<file path="src/rtl/mem_arb_pkg.sv">
// Shared types for the instruction/data memory-port arbiter.
// Response-tracking entries record which requester owns each outstanding transaction.
package mem_arb_pkg;

    typedef enum logic {
        REQ_INSTR = 1'b0,
        REQ_DATA  = 1'b1
    } req_id_t;

    typedef enum logic {
        IDLE   = 1'b0,
        LOCKED = 1'b1
    } arb_state_t;

    typedef struct packed {
        req_id_t id;
        logic    drop;
    } rsp_entry_t;

    // An instruction entry touched by a flush must not forward its response.
    function automatic rsp_entry_t apply_flush(rsp_entry_t e, logic flush);
        rsp_entry_t r;
        r = e;
        if (flush && (e.id == REQ_INSTR)) begin
            r.drop = 1'b1;
        end
        return r;
    endfunction

endpackage

</file>
<file path="src/rtl/mem_port_arbiter_rsp_id_fifo.sv">
// In-order FIFO of outstanding transaction owners, with a bulk "drop all instr entries"
// input used by fetch flush. The head view already reflects a same-cycle flush.
module rsp_id_fifo
    import mem_arb_pkg::*;
#(
    parameter int unsigned DEPTH = 2
) (
    input  logic                         clk,
    input  logic                         reset,
    input  logic                         push,
    input  rsp_entry_t                   push_entry,
    input  logic                         pop,
    input  logic                         flush_instr,
    output rsp_entry_t                   head,
    output logic [$clog2(DEPTH + 1)-1:0] count,
    output logic                         empty
);

    localparam int unsigned PTR_W = (DEPTH > 1) ? $clog2(DEPTH) : 1;
    localparam int unsigned CNT_W = $clog2(DEPTH + 1);

    rsp_entry_t       entries_q [DEPTH];
    logic [PTR_W-1:0] wr_ptr_q;
    logic [PTR_W-1:0] rd_ptr_q;
    logic [CNT_W-1:0] count_q;

    function automatic logic [PTR_W-1:0] ptr_inc(logic [PTR_W-1:0] p);
        return (p == PTR_W'(DEPTH - 1)) ? '0 : p + 1'b1;
    endfunction

    always_ff @(posedge clk or posedge reset) begin
        if (reset) begin
            wr_ptr_q <= '0;
            rd_ptr_q <= '0;
            count_q  <= '0;
            for (int unsigned i = 0; i < DEPTH; i++) begin
                entries_q[PTR_W'(i)] <= '{id: REQ_INSTR, drop: 1'b0};
            end
        end else begin
            for (int unsigned i = 0; i < DEPTH; i++) begin
                entries_q[PTR_W'(i)] <= apply_flush(entries_q[PTR_W'(i)], flush_instr);
            end
            // A push overrides the flush update of its own slot; the caller pre-flushes it.
            if (push) begin
                entries_q[wr_ptr_q] <= push_entry;
                wr_ptr_q            <= ptr_inc(wr_ptr_q);
            end
            if (pop) begin
                rd_ptr_q <= ptr_inc(rd_ptr_q);
            end
            case ({push, pop})
                2'b10:   count_q <= count_q + 1'b1;
                2'b01:   count_q <= count_q - 1'b1;
                default: count_q <= count_q;
            endcase
        end
    end

    always_comb begin
        head  = apply_flush(entries_q[rd_ptr_q], flush_instr);
        count = count_q;
        empty = (count_q == '0);
    end

endmodule

</file>
<file path="src/rtl/mem_port_arbiter.sv">
// Arbitrates one req/gnt/rvalid memory port between instruction fetch and load/store,
// locking an ungranted address phase and routing in-order responses back to their owner.
module mem_port_arbiter
    import mem_arb_pkg::*;
#(
    parameter int unsigned ADDR_W          = 32,
    parameter int unsigned DATA_W          = 32,
    parameter int unsigned MAX_OUTSTANDING = 2,
    parameter int unsigned STARVE_LIMIT    = 4
) (
    input  logic                clk,
    input  logic                reset,
    input  logic                instr_req_in,
    input  logic [ADDR_W-1:0]   instr_addr_in,
    input  logic                instr_flush_in,
    output logic                instr_gnt_out,
    output logic                instr_rvalid_out,
    output logic [DATA_W-1:0]   instr_rdata_out,
    input  logic                data_req_in,
    input  logic [ADDR_W-1:0]   data_addr_in,
    input  logic                data_we_in,
    input  logic [DATA_W/8-1:0] data_be_in,
    input  logic [DATA_W-1:0]   data_wdata_in,
    output logic                data_gnt_out,
    output logic                data_rvalid_out,
    output logic [DATA_W-1:0]   data_rdata_out,
    output logic                mem_req_out,
    output logic [ADDR_W-1:0]   mem_addr_out,
    output logic                mem_we_out,
    output logic [DATA_W/8-1:0] mem_be_out,
    output logic [DATA_W-1:0]   mem_wdata_out,
    input  logic                mem_gnt_in,
    input  logic                mem_rvalid_in,
    input  logic [DATA_W-1:0]   mem_rdata_in,
    output logic                err_unexpected_rsp_out
);

    localparam int unsigned CNT_W    = $clog2(MAX_OUTSTANDING + 1);
    localparam int unsigned STARVE_W = $clog2(STARVE_LIMIT + 1);

    arb_state_t          state_q;
    req_id_t             owner_q;
    logic [STARVE_W-1:0] starve_q;
    logic                drop_pend_q;
    logic                err_q;

    req_id_t    winner;
    req_id_t    owner;
    logic       instr_forced;
    logic       owner_req;
    logic       req_ok;
    logic       gnt_fire;
    logic       push;
    logic       pop;
    rsp_entry_t push_entry;
    rsp_entry_t head;
    logic [CNT_W-1:0] count;
    logic       empty;

    always_comb begin
        instr_forced = (starve_q == STARVE_W'(STARVE_LIMIT));
        winner       = (instr_req_in && (instr_forced || !data_req_in)) ? REQ_INSTR : REQ_DATA;
        owner        = (state_q == LOCKED) ? owner_q : winner;
        owner_req    = (owner == REQ_DATA) ? data_req_in : instr_req_in;
        // Occupancy is the registered count: a same-cycle pop does not free a slot.
        req_ok       = owner_req && ((state_q == LOCKED) || (count < CNT_W'(MAX_OUTSTANDING)));
        gnt_fire     = req_ok && mem_gnt_in;
        push         = gnt_fire;
        pop          = mem_rvalid_in && !empty;
        push_entry.id   = owner;
        push_entry.drop = (owner == REQ_INSTR) && (instr_flush_in || drop_pend_q);
    end

    rsp_id_fifo #(
        .DEPTH (MAX_OUTSTANDING)
    ) u_rsp_id_fifo (
        .clk         (clk),
        .reset       (reset),
        .push        (push),
        .push_entry  (push_entry),
        .pop         (pop),
        .flush_instr (instr_flush_in),
        .head        (head),
        .count       (count),
        .empty       (empty)
    );

    always_ff @(posedge clk or posedge reset) begin
        if (reset) begin
            state_q     <= IDLE;
            owner_q     <= REQ_INSTR;
            starve_q    <= '0;
            drop_pend_q <= 1'b0;
            err_q       <= 1'b0;
        end else begin
            case (state_q)
                IDLE: begin
                    if (req_ok && !mem_gnt_in) begin
                        state_q <= LOCKED;
                        owner_q <= winner;
                    end
                end
                LOCKED: begin
                    if (gnt_fire) begin
                        state_q <= IDLE;
                    end
                end
                default: state_q <= IDLE;
            endcase

            if (!instr_req_in || (gnt_fire && (owner == REQ_INSTR))) begin
                starve_q <= '0;
            end else if (gnt_fire && (owner == REQ_DATA) && !instr_forced) begin
                starve_q <= starve_q + 1'b1;
            end

            // A flush during a pending instr phase cannot retract it; remember to drop it.
            if (gnt_fire) begin
                drop_pend_q <= 1'b0;
            end else if (req_ok && (owner == REQ_INSTR) && instr_flush_in) begin
                drop_pend_q <= 1'b1;
            end

            if (mem_rvalid_in && empty) begin
                err_q <= 1'b1;
            end
        end
    end

    always_comb begin
        mem_req_out            = 1'b0;
        mem_addr_out           = '0;
        mem_we_out             = 1'b0;
        mem_be_out             = '0;
        mem_wdata_out          = '0;
        instr_gnt_out          = 1'b0;
        data_gnt_out           = 1'b0;
        instr_rvalid_out       = 1'b0;
        data_rvalid_out        = 1'b0;
        instr_rdata_out        = '0;
        data_rdata_out         = '0;
        err_unexpected_rsp_out = 1'b0;
        if (!reset) begin
            mem_req_out            = req_ok;
            mem_addr_out           = (owner == REQ_DATA) ? data_addr_in : instr_addr_in;
            mem_we_out             = (owner == REQ_DATA) && data_we_in;
            mem_be_out             = (owner == REQ_DATA) ? data_be_in : '1;
            mem_wdata_out          = (owner == REQ_DATA) ? data_wdata_in : '0;
            instr_gnt_out          = gnt_fire && (owner == REQ_INSTR);
            data_gnt_out           = gnt_fire && (owner == REQ_DATA);
            instr_rvalid_out       = pop && (head.id == REQ_INSTR) && !head.drop;
            data_rvalid_out        = pop && (head.id == REQ_DATA) && !head.drop;
            instr_rdata_out        = mem_rdata_in;
            data_rdata_out         = mem_rdata_in;
            err_unexpected_rsp_out = err_q;
        end
    end

`ifndef SYNTHESIS
    a_locked_req_held: assert property (
        @(posedge clk) disable iff (reset) (state_q == LOCKED) |-> owner_req
    );
`endif

endmodule
</file>
<file path="config.mk">
export PLATFORM = sky130hd
export DESIGN_NAME = mem_port_arbiter
export DESIGN_NICKNAME = d
export VERILOG_FILES = /design/src/rtl/mem_arb_pkg.sv /design/src/rtl/mem_port_arbiter_rsp_id_fifo.sv /design/src/rtl/mem_port_arbiter.sv
export SDC_FILE = /design/constraint.sdc
export NUM_CORES = 1
export LEC_CHECK = 0
export CAP_MARGIN = 10
export CORE_AREA = 2 2 108 110
export CTS_CLUSTER_SIZE = 16
export DETAILED_ROUTE_END_ITERATION = 16
export DIE_AREA = 0 0 110 112
export PLACE_DENSITY = 0.68
export SETUP_SLACK_MARGIN = 0.4
export SYNTH_ARGS = -nofsm -noshare
export SYNTH_HDL_FRONTEND = slang
export SYNTH_SLANG_ARGS = --single-unit
</file>
<file path="constraint.sdc">
create_clock -name clk -period 3.1 [get_ports clk]
set_input_delay 0.775 -clock clk [delete_from_list [all_inputs] [get_ports clk]]
set_output_delay 0.775 -clock clk [all_outputs]
set_load 0.005 [all_outputs]
</file>
==> impl_results.md <==
- Layout cells sized above 1: between 40% and 50%
- Net Switching: 0.00114 W
- Worst setup margin: approximately 0.21 ns
- Die ar.: between 10000 and 15000 um^2
- Wire per inst: between 15 and 20 um
- Hpwl dp: 8580 um
- Comb pwr share: between 70% and 80%
- CTS Sinks: 15
- Post-synth EDFFs: 0
- Maximum vdd drop: approximately 0.00028 V
- Period utilization: between 90 and 100%
- IO Port Bufs: between 200 and 300
- Clk_lat worst skew: 0.25 ns
- Routed vias/inst: around 4.4
- Inserted Clock Buffers: 3
- Most frequent cell after synthesis: nand2_1
- R2R Setup Slk: roughly 0.9 ns
- Routed vias: 3194
- CP arrival: 2.11 ns
- # hold bufs at CTS: 0
- GR Overflow Total: 0
- Final setup violating endpoints: 0
- FF+latch count, synth: 15
- Placed cell count: 698
- YS warnings: 0
- Largest net degree at the start of global routing: 21
- Clock buffer depth: 2
- Drt pass-1 iters: 4
- H-tree Lvls: 1
- Syn Nets: 450
- Startpoint types: input pin
- HP Start: err_q
- First-pass GRT wire length: ~16000 um
- Total internal power: roughly 0.0018 W
- Worst setup startpoint: data_req_in
- Top post-synthesis cells by area: dfrtp_1 (18%), nand2_1 (14%), buf_4 (12%)
- RSZ-0062 raised after global routing: true
- Vias in the first global route: approximately 3300
- DIE HEIGHT: about 110 um
- Reg2Reg Capture Point: u_rsp_id_fifo.entries_q[2]
- Core Footprint: roughly 11000 um^2
- Synthesized cell area: a little over 2000 um^2
- Max Slew Vio Count: 0
- WP data required: around 2.3 ns
- Standard-cell row count: 39
- Main flop type after synthesis: dfrtp_1
- WL final: around 11000 um
- Crit Path Category: in2out
- Seq pwr share: about 13%
- FFs w/ async S/R, synth: 100%
- Worst Setup End Kind: output pin
- Final net count: between 700 and 800
- CP Max Fanout: 8
- # fillers: 1042
- Rel. slew slack: just over 80%
- Gate Count Post-Synth: about 300
- Switching part of the total: 38.6%
- Fin. Hold Viols: 0
- Antenna violations before repair: 1
- Clk pin slew, worst setup/hold paths: ~0.05 ns
- Worst Tran Pin Value: 0.284 ns
- Worst Hold Class: reg2reg
- MaxCap Viol Count: 0
- End point of the critical path: mem_wdata_out[13]
- Drc violations: 0
- Minimum clock period: just under 3 ns
- Initial Utilization: 18.4%
- Fmax: about 350 MHz
- Die W: roughly 110 um
- CTS tree: done
- Pre-CTS setup slack: -0.532 ns
- IO Pins: roughly 280
- Gpl congestion: 0.811
- Finished Layout Cells: between 700 and 800
- Synth top area share: a little under a fifth
- Status: finished, final reports clean
- Area grow syn2layout: 171%
- Clock root buffer: clkbuf_16
- Clock skew: approximately 0.0016 ns
- 1st-iter DRT viols: ~110
- R2R cell count: 8
- Leading area contributor after synthesis: dfrtp_1
- Cell Pwr Density: 530 nW/um^2
- Synth cell count leaders: nand2_1 (74), a21oi_1 (34), nor2b_1 (34), and2_1 (33), buf_4 (33)
- Avg Inst Size Synth: 6.66 um^2
- Clock share of power: 8.8%
- Static Leak: between 2 and 3 nW
- Seq/Total Area, Yosys: 18.3%
- Total track usage: 16.9%
- Yosys cell types: 41
- Antenna Nets Post-Route: 0
## placed cells by master, fill, tap and decap left out, types with 5 or more instances in the layout
| master | synthesis | layout |
|---|---|---|
| a21oi_1 | 34 | 12 |
| a21oi_2 | 0 | 22 |
| and2_1 | 33 | 8 |
| and2_4 | 0 | 25 |
| buf_12 | 0 | 5 |
| buf_2 | 5 | 45 |
| buf_4 | 33 | 29 |
| buf_6 | 1 | 34 |
| clkdlybuf4s50_1 | 0 | 154 |
| dfrtp_1 | 15 | 14 |
| dlygate4sd2_1 | 0 | 10 |
| dlymetal6s2s_1 | 0 | 38 |
| nand2_1 | 74 | 61 |
| nand2_2 | 1 | 11 |
| nor2_1 | 15 | 13 |
| nor2b_2 | 0 | 28 |
## power groups by stage
stage	clock [W]	combinational (W)	sequential [W]
global placement	0	0.00176	0.000362
detailed placement	0	0.00178	0.000370
finish	0.000260	0.00230	0.000380
CTS	0.000265	0.00205	0.000376
global route	0.000273	0.00248	0.000391
floorplan	0	0.000799	0.000331
## sequential cells by signal, indices dropped and copies added, names as in the netlist, named ones only
| register | cells |
|---|---|
| drop_pend_q | 1 |
| err_q | 1 |
| owner_q | 1 |
| starve_q | 3 |
| u_rsp_id_fifo.count | 2 |
| u_rsp_id_fifo.entries_q | 4 |
| u_rsp_id_fifo.rd_ptr_q | 1 |
| u_rsp_id_fifo.wr_ptr_q | 1 |
## per-layer routing
layer | GRT usage [%] | vias up | share of wire [%]
met5 | 0 | - | 0
met4 | 3.38 | 0 | 1.7
met3 | 3.40 | 14 | 10
met2 | 34.1 | 189 | 55
met1 | 17.3 | 1469 | 33
li1 | - | 1522 | -
## stage by stage
step	power (W)	hold slack [ns]	utilization, %	setup TNS, ns	area (um^2)
2_1_floorplan	0.00113	0.420	-	0	2050
3_3_place_gp	0.00212	0.446	43.8	-30.38	4900
3_5_place_dp	0.00215	0.452	43.8	-31.87	4900
4_1_cts	0.00269	0.463	46.5	0	5190
5_1_grt	0.00314	0.494	49.7	0	5550
6_report	0.00294	0.458	49.7	0	5550
## critical path, cell delays in order
cell and delay (ns):
buf_6 0.09, nor2b_4 0.13, a221oi_4 0.29, buf_12 0.16, nor2_4 0.05, buf_6 0.12, buf_6 0.12, buf_16 0.13
and2_4 0.13, buf_6 0.11
## cell families (layout without fill, tap and decap cells)
logic type / Yosys count / in the layout / synth area share [%]
XOR/XNOR: 4 / 4 / 1.71
buffers and inverters: 58 / 336 / 17.3
other: 0 / 1 / 0
flip-flops: 15 / 15 / 18.3
AO/OA/AOI/OAI: 56 / 56 / 18.4
adder cells (fa/ha/maj): 2 / 2 / 1.22
multiplexers: 4 / 4 / 2.32
AND/OR/NAND/NOR: 169 / 169 / 40.8
## worst min-delay path by stage
stage / endpoint / slack, ns / cells after the start
2_1_floorplan: err_q / 0.42 / 1
3_3_place_gp: err_q / 0.45 / 1
3_5_place_dp: err_q / 0.45 / 1
4_1_cts: err_q / 0.46 / 1
5_1_grt: err_q / 0.49 / 1
6_report: err_q / 0.46 / 1
## layout make-up
| type | count | area (um^2) | area share, % |
|---|---|---|---|
| clock inverters | 1 | 5.00 | 0.0901 |
| clock buffers | 3 | 75.1 | 1.35 |
| flip-flops and latches | 15 | 377 | 6.78 |
| diodes | 1 | 2.50 | 0.0451 |
| repair buffers | 327 | 3230 | 58.1 |
| multi-input cells | 235 | 1670 | 30.1 |
| well taps | 143 | 179 | 3.22 |
| inverters | 5 | 18.8 | 0.338 |
## timing repair
action	CTS	global route
buffers inserted	11	10
endpoints found under the setup margin	119	122
pin swaps	35	32
gates resized for setup	371	129
gates cloned	5	1
(Power assumes the default switching activity.)
